**config.mk**
```make
export PLATFORM = sky130hd
export DESIGN_NAME = mult_share_ctrl_flat
export DESIGN_NICKNAME = d
export VERILOG_FILES = /design/src/rtl/mult_share_ctrl_if.sv /design/src/rtl/mult_share_ctrl.sv /design/src/flat_wrapper.sv
export SDC_FILE = /design/constraint.sdc
export NUM_CORES = 1
export LEC_CHECK = 0
export BUFFER_PORTS_ARGS = -buffer_cell sky130_fd_sc_hd__buf_2
export CAP_MARGIN = 20
export CELL_PAD_IN_SITES_DETAIL_PLACEMENT = 2
export CELL_PAD_IN_SITES_GLOBAL_PLACEMENT = 2
export CORE_MARGIN = 1
export CORE_UTILIZATION = 30
export DETAILED_ROUTE_END_ITERATION = 7
export PLACE_DENSITY = 0.9
export SLEW_MARGIN = 20
export SYNTH_ARGS = -nofsm -noshare
export SYNTH_HDL_FRONTEND = slang
export SYNTH_SLANG_ARGS = --single-unit
```
**constraint.sdc**
```tcl
create_clock -name clk -period 1.9 [get_ports clk]
set_input_delay 0.19 -clock clk [delete_from_list [all_inputs] [get_ports clk]]
set_output_delay 0.19 -clock clk [all_outputs]
set_load 0.1 [all_outputs]
```
**src/rtl/mult_share_ctrl_if.sv**
```systemverilog
// Requester, result and shared-multiplier signals of the multiplier sharing controller.
// The slave modport is the controller's view; master is the surrounding logic.
interface mult_share_ctrl_if #(
  parameter int unsigned N_REQ = 4,
  parameter int unsigned ID_W  = 2
);
  logic [N_REQ-1:0]   REQ_VALID;
  logic [4*N_REQ-1:0] REQ_A;
  logic [4*N_REQ-1:0] REQ_B;
  logic [N_REQ-1:0]   REQ_READY;
  logic [3:0]         MUL_A;
  logic [3:0]         MUL_B;
  logic [7:0]         MUL_P;
  logic               RES_VALID;
  logic [7:0]         RES_DATA;
  logic [ID_W-1:0]    RES_ID;
  logic               RES_READY;
  logic               BUSY;

  modport slave (
    input  REQ_VALID, REQ_A, REQ_B, MUL_P, RES_READY,
    output REQ_READY, MUL_A, MUL_B, RES_VALID, RES_DATA, RES_ID, BUSY
  );

  modport master (
    output REQ_VALID, REQ_A, REQ_B, MUL_P, RES_READY,
    input  REQ_READY, MUL_A, MUL_B, RES_VALID, RES_DATA, RES_ID, BUSY
  );
endinterface

```
**src/rtl/mult_share_ctrl.sv**
```systemverilog
// Round-robin controller time-sharing one external combinational 4x4 multiplier
// among N_REQ requesters; waits MUL_LAT settle cycles, then returns product and ID.
module mult_share_ctrl #(
  parameter int unsigned N_REQ   = 4,
  parameter int unsigned ID_W    = 2,
  parameter int unsigned MUL_LAT = 1
) (
  input logic               clk,
  input logic               rst,
  mult_share_ctrl_if.slave  bus
);
  localparam int unsigned CNT_W = 4;

  typedef enum logic [1:0] {IDLE, CALC, DONE} state_e;

  state_e            state_q, state_d;
  logic [ID_W-1:0]   ptr_q, ptr_d;
  logic [ID_W-1:0]   id_q, id_d;
  logic [3:0]        opa_q, opa_d;
  logic [3:0]        opb_q, opb_d;
  logic [CNT_W-1:0]  cnt_q, cnt_d;
  logic              res_valid_q, res_valid_d;
  logic [7:0]        res_data_q, res_data_d;
  logic [ID_W-1:0]   res_id_q, res_id_d;
  logic              busy_q, busy_d;

  logic [N_REQ-1:0]  grant_c;
  logic              grant_any_c;
  logic [ID_W-1:0]   grant_id_c;
  logic [3:0]        grant_a_c;
  logic [3:0]        grant_b_c;

  // Round-robin search starting at ptr_q; only offered in IDLE and outside reset.
  always_comb begin
    grant_c     = '0;
    grant_any_c = 1'b0;
    grant_id_c  = '0;
    grant_a_c   = '0;
    grant_b_c   = '0;
    if (state_q == IDLE && !rst) begin
      for (int unsigned k = 0; k < N_REQ; k++) begin
        for (int unsigned i = 0; i < N_REQ; i++) begin
          if (!grant_any_c && bus.REQ_VALID[i] && (i == (32'(ptr_q) + k) % N_REQ)) begin
            grant_any_c = 1'b1;
            grant_c[i]  = 1'b1;
            grant_id_c  = ID_W'(i);
            grant_a_c   = bus.REQ_A[4*i +: 4];
            grant_b_c   = bus.REQ_B[4*i +: 4];
          end
        end
      end
    end
  end

  always_ff @(posedge clk) begin
    if (rst) state_q <= IDLE;
    else     state_q <= state_d;
  end

  always_comb begin
    state_d = state_q;
    case (state_q)
      IDLE:    if (grant_any_c) state_d = CALC;
      CALC:    if (cnt_q == '0) state_d = DONE;
      DONE:    if (bus.RES_READY) state_d = IDLE;
      default: state_d = IDLE;
    endcase
  end

  // Datapath next values; everything holds unless the current state updates it.
  always_comb begin
    ptr_d       = ptr_q;
    id_d        = id_q;
    opa_d       = opa_q;
    opb_d       = opb_q;
    cnt_d       = cnt_q;
    res_valid_d = res_valid_q;
    res_data_d  = res_data_q;
    res_id_d    = res_id_q;
    case (state_q)
      IDLE: begin
        if (grant_any_c) begin
          opa_d = grant_a_c;
          opb_d = grant_b_c;
          id_d  = grant_id_c;
          cnt_d = CNT_W'(MUL_LAT - 1);
        end
      end
      CALC: begin
        if (cnt_q != '0) begin
          cnt_d = cnt_q - CNT_W'(1);
        end else begin
          res_data_d  = bus.MUL_P;
          res_id_d    = id_q;
          res_valid_d = 1'b1;
        end
      end
      DONE: begin
        if (bus.RES_READY) begin
          res_valid_d = 1'b0;
          ptr_d = (32'(id_q) + 32'd1 >= N_REQ) ? '0 : id_q + ID_W'(1);
        end
      end
      default: ;
    endcase
    busy_d = (state_d != IDLE);
  end

  always_ff @(posedge clk) begin
    if (rst) begin
      ptr_q       <= '0;
      id_q        <= '0;
      opa_q       <= '0;
      opb_q       <= '0;
      cnt_q       <= '0;
      res_valid_q <= 1'b0;
      res_data_q  <= '0;
      res_id_q    <= '0;
      busy_q      <= 1'b0;
    end else begin
      ptr_q       <= ptr_d;
      id_q        <= id_d;
      opa_q       <= opa_d;
      opb_q       <= opb_d;
      cnt_q       <= cnt_d;
      res_valid_q <= res_valid_d;
      res_data_q  <= res_data_d;
      res_id_q    <= res_id_d;
      busy_q      <= busy_d;
    end
  end

  assign bus.REQ_READY = grant_c;
  assign bus.MUL_A     = opa_q;
  assign bus.MUL_B     = opb_q;
  assign bus.RES_VALID = res_valid_q;
  assign bus.RES_DATA  = res_data_q;
  assign bus.RES_ID    = res_id_q;
  assign bus.BUSY      = busy_q;
endmodule

```
**src/flat_wrapper.sv**
```systemverilog
// flat-port wrapper written by rule: the top's interface ports become plain ports
module mult_share_ctrl_flat 
#(
  parameter int unsigned N_REQ   = 4,
  parameter int unsigned ID_W    = 2,
  parameter int unsigned MUL_LAT = 1
)
  (clk, rst, bus_REQ_VALID, bus_REQ_A, bus_REQ_B, bus_MUL_P, bus_RES_READY, bus_REQ_READY, bus_MUL_A, bus_MUL_B, bus_RES_VALID, bus_RES_DATA, bus_RES_ID, bus_BUSY);
  mult_share_ctrl_if #(.N_REQ(N_REQ), .ID_W(ID_W)) bus_i ();
  input logic clk;
  input logic rst;
  input wire logic [$bits(bus_i.REQ_VALID)-1:0] bus_REQ_VALID;
  input wire logic [$bits(bus_i.REQ_A)-1:0] bus_REQ_A;
  input wire logic [$bits(bus_i.REQ_B)-1:0] bus_REQ_B;
  input wire logic [$bits(bus_i.MUL_P)-1:0] bus_MUL_P;
  input wire logic [$bits(bus_i.RES_READY)-1:0] bus_RES_READY;
  output wire logic [$bits(bus_i.REQ_READY)-1:0] bus_REQ_READY;
  output wire logic [$bits(bus_i.MUL_A)-1:0] bus_MUL_A;
  output wire logic [$bits(bus_i.MUL_B)-1:0] bus_MUL_B;
  output wire logic [$bits(bus_i.RES_VALID)-1:0] bus_RES_VALID;
  output wire logic [$bits(bus_i.RES_DATA)-1:0] bus_RES_DATA;
  output wire logic [$bits(bus_i.RES_ID)-1:0] bus_RES_ID;
  output wire logic [$bits(bus_i.BUSY)-1:0] bus_BUSY;
  assign bus_i.REQ_VALID = bus_REQ_VALID;
  assign bus_i.REQ_A = bus_REQ_A;
  assign bus_i.REQ_B = bus_REQ_B;
  assign bus_i.MUL_P = bus_MUL_P;
  assign bus_i.RES_READY = bus_RES_READY;
  assign bus_REQ_READY = bus_i.REQ_READY;
  assign bus_MUL_A = bus_i.MUL_A;
  assign bus_MUL_B = bus_i.MUL_B;
  assign bus_RES_VALID = bus_i.RES_VALID;
  assign bus_RES_DATA = bus_i.RES_DATA;
  assign bus_RES_ID = bus_i.RES_ID;
  assign bus_BUSY = bus_i.BUSY;
  mult_share_ctrl #(.N_REQ(N_REQ), .ID_W(ID_W), .MUL_LAT(MUL_LAT)) u_core (.clk(clk), .rst(rst), .bus(bus_i));
endmodule
```
==> metrics.csv, run 1 <==
metric;value;unit
status;complete, but fails checks;
violations;setup timing;
rsz0062_at_grt;yes;
cp_num_buf_inv;3;
power;2.59;mW
ir_drop;0.000278;V
clk_latency;310;ps
core_area;0.00822;mm2
synth-main-ff-cell;dfxtp_1;
cts_max_level;2;
synthDistinctLibCells;68;
cts-buffers-inserted;5;
fin_crit;1970;ps
final_util;44.4;%
layout_setup_ws;-70.3;ps
final_area;0.00365;mm2
drc;0;
power_switching;1.15;mW
synth_cells;329;
path_cells;buf_6 -> buf_4 -> a21oi_1 -> o221ai_1 -> nor2_4 -> buf_12;
arrival;1780;ps
grt_max_degree;27;
wl;15000;um
power_density;709;mW/mm2
tritoncts;built;
nFillCells;916;
grt_pass1_wl;20900;um
fp.dieH;94.2;um
yosysSeqAreaShare;23.5;%
fin_crit_sh;104;%
via_per_inst;6.47;
die_w;94.2;um
yosys.area.top_type;dfxtp_1;
first_iter_violations;218;
drive_above_1_share;39.3;%
seq_power_share;28.5;%
clockPowerShare;28.0;%
leakagePower;1.57;nW
holdWs;128;ps
num_rows;33;
fmax;508;MHz
finalHoldViolations;0;
synth_top_cell_area_share;23.5;%
fin_skew;18.8;ps
p_int;1.44;mW
place_area;0.00329;mm2
synth_nets;379;
setup_violations;3;
netlist_top_cells_area;dfxtp_1 24%, mux2i_1 6.7%, nor2_1 5.6%, a21oi_1 3.7%, o21ai_0 3.1%;
cts.path.max_buffers;2;
hp-class;input pin to register;
swShare;44.5;%
hpwlAfterDp;9680;um
wl_per_cell;28.2;um
cts_hold_buffers;0;
worstMarginPinSlew;744;ps
ys_ff_latch;30;
crit_family;buffers and inverters;
synth-edff-count;0;
multi_input_area;0.00193;mm2
start_util;31.0;%
clkSinkCount;30;
path_class;register to output pin;
gp_congestion;1.01;
async_flop_share;0;%
path_clk_slew;90;ps
io_pins;71;
max_cap_violations;0;
antenna_found_initial;1;
pwr-share-comb;43.5;%
syn_avg_cell_area;7.75;um2
seqCellArea;608;um2
numPortBuffers;70;
timing.slew.headroom;50.0;%
gr-total-overflow;0;
slowest_delay;390;ps
first_global_vias;3611;
antenna_left;0;
dr.pass1.iters;5;
crit_path_end_kind;output pin;
cp.required;1710;ps
root_buffer;clkbuf_8;
syn_to_final_growth;43.1;%
synth_area;0.00255;mm2
cp_max_fo;7;
fp.dieArea;0.00888;mm2
drv_slew;0;
startpoint_type;register;
vias;3451;
worst_path_max_delay_cell;dfxtp_4;
dp_slack;-97.3;ps
final_nets;477;
yosys_warnings;0;
track_usage;31.7;%
-- area by class of cell --
class | instances | area share (%)
tap | 105 | 3.60
multi-input combinational | 256 | 52.9
timing repair buffer | 120 | 22.2
sequential | 30 | 16.7
inverter | 14 | 1.54
clock buffer | 6 | 2.26
clock inverter | 1 | 0.822
antenna | 1 | 0.0685
-- placed cells by master (no fill, tap or decap), types with 7 or more instances in the layout --
master,Yosys,layout
buf_2,14,66
buf_4,1,46
o2111ai_1,8,8
a21oi_1,19,17
o21ai_0,16,15
nor2b_1,7,7
mux2i_1,17,17
nor2_1,38,33
dfxtp_1,30,28
a31oi_1,10,10
nand2_1,18,17
inv_1,14,13
-- cells in the mapped netlist, types with 4 or more instances --
library cell and number:
o221ai_1 6, o2111ai_1 8, mux2i_1 17, and2_1 5
nand2_1 18, buf_2 14, o21ai_0 16, a21oi_1 19
a22oi_1 4, nor3_1 9, nor2b_1 7, o211ai_1 5
o32ai_1 4, inv_1 14, nand3_1 5, a221oi_1 4
a31oi_1 10, clkbuf_1 9, nand2b_1 6, nor2_1 38
dfxtp_1 30
-- flip-flops by register name (all words and copies together) (netlist names), 2 cells and up --
| name | cells |
|---|---|
| u_core.id_q | 2 |
| u_core.bus.RES_DATA | 8 |
| u_core.state_q | 2 |
| u_core.bus.MUL_A | 4 |
| u_core.cnt_q | 4 |
| u_core.bus.MUL_B | 4 |
| u_core.ptr_q | 2 |
| u_core.bus.RES_ID | 2 |
-- layer usage --
metal / track usage [%] / up-vias / wire length [um]
li1: - / 1455 / -
met1: 36.5 / 1729 / 6000
met2: 53.8 / 197 / 7330
met3: 6.39 / 70 / 921
met4: 18.7 / 0 / 782
met5: 0 / - / 0
-- power groups by stage --
stage / registers [mW] / clock network, mW / logic [mW]
after floorplan: 1.05 / 0 / 0.399
after global placement: 0.738 / 0 / 0.983
after detailed placement: 0.745 / 0 / 1.03
after CTS: 0.732 / 0.719 / 1.06
after global routing: 0.741 / 0.747 / 1.16
final: 0.737 / 0.725 / 1.13
-- through the flow --
| stage | setup TNS (ps) | std cells |
|---|---|---|
| global route | -541 | 533 |
| finish | -173 | 533 |
| global placement | 0 | 517 |
| floorplan | 0 | 329 |
| CTS | -25.4 | 526 |
| detailed placement | -365 | 517 |
-- worst register-to-register path, delay by kind of cell, from the launching register on --
kind            cells  cell delay, ps
compound gates      3             640
flops               1             390
simple gates        2             620
buf+inv             1             210
-- path summary, 6_finish.rpt --
check	from	endpoint	slack, ps	cells past startpoint
setup / recovery	u_core.ptr_q[1]	bus_REQ_READY[1]	-70	6
hold / removal	bus_MUL_P[1]	u_core.bus.RES_DATA[1]	130	3
setup reg to reg	u_core.ptr_q[1]	u_core.bus.MUL_A[3]	-50	6
hold reg to reg	u_core.bus.RES_VALID	u_core.bus.RES_VALID	510	2
-- logic make-up after synthesis --
| group | count (synthesis) | share of synthesized area [%] |
|---|---|---|
| compound gates | 112 | 32.2 |
| xor+xnor | 2 | 0.687 |
| fa+ha+maj | 3 | 1.47 |
| buf+inv | 43 | 8.04 |
| flops | 30 | 23.5 |
| mux | 20 | 7.99 |
| simple gates | 119 | 26.1 |
-- repair_timing --
| action | 4_1_cts | 5_1_grt |
|---|---|---|
| endpoints found under the setup margin | 12 | 11 |
| gates cloned | 0 | 0 |
| gates resized for setup | 19 | 19 |
| pin swaps | 0 | 10 |
| hold endpoints to repair | 0 | 0 |
| buffers inserted | 2 | 6 |
Note: power is estimated with default switching activity, not from simulation.
==> run 2: changes to the inputs <==
--- a/config.mk
+++ b/config.mk
@@ -10,9 +10,9 @@
 export CELL_PAD_IN_SITES_DETAIL_PLACEMENT = 2
 export CELL_PAD_IN_SITES_GLOBAL_PLACEMENT = 2
 export CORE_MARGIN = 1
-export CORE_UTILIZATION = 30
+export CORE_UTILIZATION = 32
 export DETAILED_ROUTE_END_ITERATION = 7
-export PLACE_DENSITY = 0.9
+export PLACE_DENSITY = 0.94
 export SLEW_MARGIN = 20
 export SYNTH_ARGS = -nofsm -noshare
 export SYNTH_HDL_FRONTEND = slang
==> constraint.sdc (replaced) <==
create_clock -name clk -period 2.3 [get_ports clk]
set_input_delay 0.23 -clock clk [delete_from_list [all_inputs] [get_ports clk]]
set_output_delay 0.23 -clock clk [all_outputs]
set_load 0.1 [all_outputs]
==> run 2 against run 1 <==
  * The flow now finishes without violations
  * Cell count fell by 5.3%
  * Cell area fell by 12%
  * Highest routed layer unchanged
  * Global-route usage fell by 2.4 points
  * Sequential power fell by 17%
  * Clock-buffer cell count rose by 1
  * Clock power fell by 36%
  * Worst setup slack improved by 240 ps
  * Register-to-register slack improved by 220 ps
==> metrics.csv, run 2 (synthesized netlist as in run 1, its figures left out) <==
metric;value;unit;change
status;finished clean;;
path_class;register to output pin;;
drv_slew;0;;unchanged
fin_skew;21.4;ps;+2.65 ps
clkSinkCount;30;;unchanged
power_density;592;mW/mm2;-17%
fp.dieH;91.3;um;-3.1%
io_pins;71;;unchanged
cp_num_cells;5;;-1
clk_latency;300;ps;about the same
final_common_cell;buf_2;;
numPortBuffers;70;;unchanged
start_util;33.0;%;+2.0 points
seqCellArea;602;um2;-1.0%
worstMarginPinSlew;789;ps;+45.0 ps
vias;3152;;-8.7%
gp_congestion;0.922;;-9.1%
syn_to_final_growth;25.7;%;
cp_max_fo;8;;+1
wl_per_cell;23.8;um;-16%
r2r_end;u_core.bus.MUL_A[1];;
largest_reg_flops;8;;unchanged
multi_input_area;0.00175;mm2;-9.2%
grt_max_degree;27;;unchanged
num_antenna_cells;0;;-1
crit_path_end_kind;output pin;;
dp_cells;497;;-3.9%
max_cap_violations;0;;unchanged
fin_tns_setup;0;ps;+173 ps
slowest_delay;430;ps;+40 ps
nFillCells;916;;unchanged
first_global_vias;3425;;-5.2%
track_usage;29.4;%;-2.4 points
timing.slew.headroom;46.7;%;-3.3 points
crit_end;bus_REQ_READY[0];;
fmax;470;MHz;
cts.path.max_buffers;2;;unchanged
antenna_left;0;;unchanged
leakagePower;1.40;nW;-11%
arrival;1900;ps;+120 ps
cp_num_buf_inv;2;;-1
holdWs;177;ps;+48.2 ps
path_clk_slew;60;ps;-30 ps
drc;0;;unchanged
mostFrequentLayoutCells;68 x buf_2, 35 x nor2_1, 29 x dfxtp_1;;
path_cells;inv_1 -> nor2_1 -> o22ai_1 -> and3_1 -> buf_2;;
final_cells;505;;-5.3%
worst_path_max_delay_cell;buf_2;;
startpoint;u_core.ptr_q[1];;
fin_crit_sh;92.4;%;
tritoncts;built;;
hpwlAfterDp;9070;um;-6.3%
fin_crit;2130;ps;
final_nets;452;;-5.2%
cts-buffers-inserted;5;;unchanged
final_util;41.5;%;-2.9 points
final_area;0.00321;mm2;-12%
root_buffer;clkbuf_8;;
rsz0062_at_grt;no;;
dr.pass1.iters;4;;-1
core_area;0.00773;mm2;-6.0%
finalHoldViolations;0;;unchanged
drive_above_1_share;29.8;%;-9.6 points
gr-total-overflow;0;;unchanged
cp.required;2070;ps;+360 ps
wl;12000;um;-20%
ir_drop;0.000294;V;+5.6%
place_area;0.00311;mm2;-5.4%
reg2reg_slack;170;ps;+220 ps
grt_pass1_wl;18800;um;-10%
first_iter_violations;176;;-19%
ff2ff_path_depth;6;;unchanged
antenna_found_initial;0;;-1
setup_violations;0;;-3
startpoint_type;register;;
num_rows;32;;-3.0%
cts_max_level;2;;unchanged
via_per_inst;6.24;;-3.6%
fp.dieArea;0.00833;mm2;-6.1%
die_w;91.3;um;-3.1%
crit_family;buffers and inverters;;
hp-class;input pin to register;;
reg2reg_from;u_core.ptr_q[1];;
==> run 2: cell count changes in the layout (fill, tap and decap cells not counted), moves of 2 or more <==
cell / before / now
buf_4: 46 / 24
nor2_4: 5 / 1
buf_6: 3 / 0
nor3_1: 6 / 9
nor3_2: 4 / 1
a21oi_1: 17 / 19
buf_12: 5 / 3
buf_2: 66 / 68
dfxtp_4: 2 / 0
nor2_1: 33 / 35
nor2_2: 1 / 3
nor3b_4: 2 / 0
==> run 2: power by group <==
| group | leakage (nW) | internal (mW) | switching, mW | total [mW] |
|---|---|---|---|---|
| clock | 0.0482 | 0.242 | 0.222 | 0.463 |
| combinational | 1.10 | 0.226 | 0.598 | 0.824 |
| sequential | 0.247 | 0.570 | 0.0411 | 0.611 |
==> run 2: what timing repair did <==
item	4_1_cts	5_1_grt
endpoints found under the hold margin	0	0
resized for setup	1	1
hold buffers	0	0
setup buffers	0	0
endpoints found under the setup margin	1	1
==> run 2: per-stage QoR <==
stage	total power, mW	setup WS [ps]
after floorplan	1.19	155
after global placement	1.39	251
after detailed placement	1.43	182
after CTS	1.90	78.9
after global routing	1.96	48.6
final	1.90	174
==> run 2: worst register-to-register path, stage by stage (launching register included) <==
cell       delay, ps
dfxtp_1          510
nor3b_2          570
nand2_1          360
buf_4            270
o2111ai_1         90
o32ai_1          120
a21oi_1          160
==> run 2: worst min path at each step <==
stage | startpoint | to | slack (ps) | cells after the start
global route | bus_MUL_P[4] | u_core.bus.RES_DATA[4] | 200 | 3
finish | bus_MUL_P[3] | u_core.bus.RES_DATA[3] | 180 | 3
detailed placement | u_core.bus.RES_VALID | u_core.bus.RES_VALID | 460 | 2
global placement | u_core.bus.RES_VALID | u_core.bus.RES_VALID | 440 | 2
CTS | bus_MUL_P[3] | u_core.bus.RES_DATA[3] | 180 | 3
floorplan | bus_MUL_P[0] | u_core.bus.RES_DATA[0] | 370 | 2
==> run 2: area by class of cell <==
type                       count  area share (%)
clock buffer                   7            2.69
clock inverter                 1           0.156
inverter                      14            1.64
multi-input combinational    256            54.7
sequential                    30            18.8
tap                          102            3.98
timing repair buffer          95            18.1
==> run 2: layer usage <==
metal	routed length [um]	part of all wire, %	vias to the layer above	track usage [%]
met2	5740	48	143	49.2
li1	-	-	1399	-
met1	4970	41	1556	35.7
met4	599	5.0	0	15.2
met3	720	6.0	54	5.44
met5	0	0	-	0
==> run 3: changes to the inputs <==
--- a/config.mk
+++ b/config.mk
@@ -12,7 +12,7 @@
 export CORE_MARGIN = 1
 export CORE_UTILIZATION = 32
 export DETAILED_ROUTE_END_ITERATION = 7
-export PLACE_DENSITY = 0.94
+export PLACE_DENSITY_LB_ADDON = 0.1
 export SLEW_MARGIN = 20
 export SYNTH_ARGS = -nofsm -noshare
 export SYNTH_HDL_FRONTEND = slang
==> run 3 against run 2 <==
  * Register-to-register slack better by 50 ps
  * Clock-buffer cell count unchanged
  * Clock power up 4%
  * Combinational power down 2%
  * First-iteration DRC count down 12%
  * Largest power group unchanged
  * Non-clock buffer count up 2
==> metrics.csv, run 3 (synthesized netlist as in run 1, its figures left out) <==
metric;value;unit;change
status;finished clean;;
clockPowerShare;25.4;%;+1.0 points
fin_tns_setup;0;ps;unchanged
cts_max_level;2;;unchanged
drv_slew;0;;unchanged
holdPathStages;3;;unchanged
clkSinkCount;30;;unchanged
first_iter_violations;155;;-12%
cp_num_buf_inv;3;;+1
power_density;583;mW/mm2;-1.5%
pwr-share-comb;42.7;%;-0.7 points
die_w;91.3;um;unchanged
core_area;0.00773;mm2;unchanged
largest_reg_flops;8;;unchanged
start_util;33.0;%;unchanged
vias;3062;;-2.9%
cts-buffers-inserted;5;;unchanged
place_area;0.00311;mm2;-0.24%
drive_above_1_share;30.9;%;+1.1 points
worstMarginPinSlew;655;ps;-134 ps
setup_violations;0;;unchanged
finalHoldViolations;0;;unchanged
final_area;0.00324;mm2;+1.1%
hpwlAfterDp;8430;um;-7.0%
mostFrequentLayoutCells;66 x buf_2, 35 x nor2_1, 28 x dfxtp_1;;
clk_latency;290;ps;about the same
worst_path_max_delay_cell;dfxtp_2;;
antenna_found_initial;0;;unchanged
fmax;464;MHz;-1.3%
num_rows;32;;unchanged
power;1.89;mW;-0.36%
leakagePower;1.41;nW;+0.71%
final_util;42.0;%;+0.47 points
crit_family;buffers and inverters;;
arrival;1920;ps;+20 ps
ff2ff_path_depth;6;;unchanged
p_int;1.04;mW;about the same
tritoncts;built;;
final_common_cell;buf_2;;
fp.dieH;91.3;um;unchanged
track_usage;27.4;%;-2.0 points
antenna_left;0;;unchanged
r2r_end;u_core.bus.MUL_B[0];;
max_cap_violations;0;;unchanged
nFillCells;918;;+0.22%
final_nets;454;;+0.44%
ir_drop;0.000237;V;-19%
hp-class;input pin to register;;
path_cells;buf_4 -> clkinvlp_4 -> a21oi_1 -> o221ai_1 -> nor2_2 -> buf_12;;
numPortBuffers;70;;unchanged
fin_crit_sh;93.6;%;+1.2 points
drc;0;;unchanged
fin_skew;12.7;ps;-8.73 ps
power_switching;0.853;mW;-0.89%
wl;11200;um;-7.2%
syn_to_final_growth;27.1;%;
reg2reg_from;u_core.ptr_q[1];;
cp_max_fo;10;;+2
final_cells;507;;+0.40%
grt_max_degree;27;;unchanged
num_antenna_cells;0;;unchanged
dr.pass1.iters;4;;unchanged
via_per_inst;6.04;;-3.2%
grt_pass1_wl;17800;um;-5.0%
crit_path_end_kind;output pin;;
gp_congestion;0.888;;-3.6%
min_to;u_core.bus.RES_DATA[1];;
first_global_vias;3213;;-6.2%
path_class;register to output pin;;
cp.required;2070;ps;about the same
timing.slew.headroom;56.2;%;+9.6 points
swShare;45.1;%;-0.24 points
hold_start;bus_MUL_P[1];;
fp.dieArea;0.00833;mm2;unchanged
slowest_delay;410;ps;-20 ps
path_clk_slew;80;ps;+20 ps
wl_per_cell;22.0;um;-7.5%
root_buffer;clkbuf_8;;
gr-total-overflow;0;;unchanged
startpoint_type;register;;
rsz0062_at_grt;no;;
reg2reg_slack;220;ps;+50 ps
fin_crit;2150;ps;+27.3 ps
io_pins;71;;unchanged
cts.path.max_buffers;2;;unchanged
seq_power_share;32.0;%;-0.2 points
dp_cells;496;;-0.20%
run 3: cell types whose count changed in the layout (fill, tap and decap cells not counted):
| cell | before | now |
|---|---|---|
| buf_2 | 68 | 66 |
| buf_4 | 24 | 26 |
| buf_6 | 0 | 1 |
| clkbuf_4 | 0 | 1 |
| clkinvlp_4 | 0 | 1 |
| dfxtp_1 | 29 | 28 |
| dfxtp_2 | 1 | 2 |
| inv_1 | 14 | 13 |
| o21ai_0 | 15 | 16 |
| o21ai_1 | 2 | 1 |
| o32ai_1 | 4 | 3 |
| o32ai_2 | 0 | 1 |
run 3: power groups by stage:
stage,sequential (mW),clock (mW),combinational [mW]
finish,0.604,0.480,0.807
floorplan,0.869,0,0.325
global placement,0.612,0,0.781
detailed placement,0.616,0,0.795
CTS,0.605,0.493,0.803
global route,0.611,0.508,0.852
run 3: metal layers:
| metal | vias up | part of all wire [%] | track usage, % | wire length [um] |
|---|---|---|---|---|
| li1 | 1407 | - | - | - |
| met1 | 1528 | 45 | 37.0 | 5080 |
| met4 | 0 | 2.7 | 9.39 | 304 |
| met3 | 20 | 5.1 | 3.60 | 569 |
| met2 | 107 | 47 | 44.7 | 5210 |
| met5 | - | 0 | 0 | 0 |
run 3: layout make-up:
cell class	instances	area [um2]	area share [%]
clock inverters	1	5.00	0.154
clock buffers	7	86.3	2.66
well taps	102	128	3.94
repair buffers	97	604	18.6
multi-input cells	256	1760	54.3
inverters	14	56.3	1.74
flip-flops and latches	30	603	18.6
run 3: worst max-delay path by stage:
stage | endpoint | start | depth (start not counted) | slack [ps]
global placement | u_core.bus.MUL_B[0] | u_core.ptr_q[0] | 6 | 60
finish | bus_REQ_READY[3] | u_core.ptr_q[1] | 6 | 150
detailed placement | u_core.bus.MUL_B[0] | u_core.ptr_q[0] | 6 | 40
CTS | bus_REQ_READY[2] | u_core.ptr_q[0] | 7 | 40
floorplan | bus_REQ_READY[2] | u_core.ptr_q[1] | 6 | 160
global route | bus_REQ_READY[3] | u_core.ptr_q[1] | 6 | 10
run 3: worst register-to-register path, cell delays in order (launching register included):
cell	delay (ps)
dfxtp_2	410
buf_4	220
nand2_1	260
o32a_1	400
and4b_1	210
o32ai_2	330
a21oi_1	120
run 3: what timing repair did:
item / CTS / global route
pin swaps: 1 / 1
buffers inserted: 0 / 3
endpoints found under the setup margin: 3 / 3
resized for setup: 3 / 4
hold buffers: 0 / 0
run 3: stage by stage:
stage | setup slack (ps) | hold WS, ps
global placement | 59.3 | 445
detailed placement | 44.1 | 459
floorplan | 155 | 374
finish | 147 | 171
global route | 12.4 | 180
CTS | 38.4 | 169
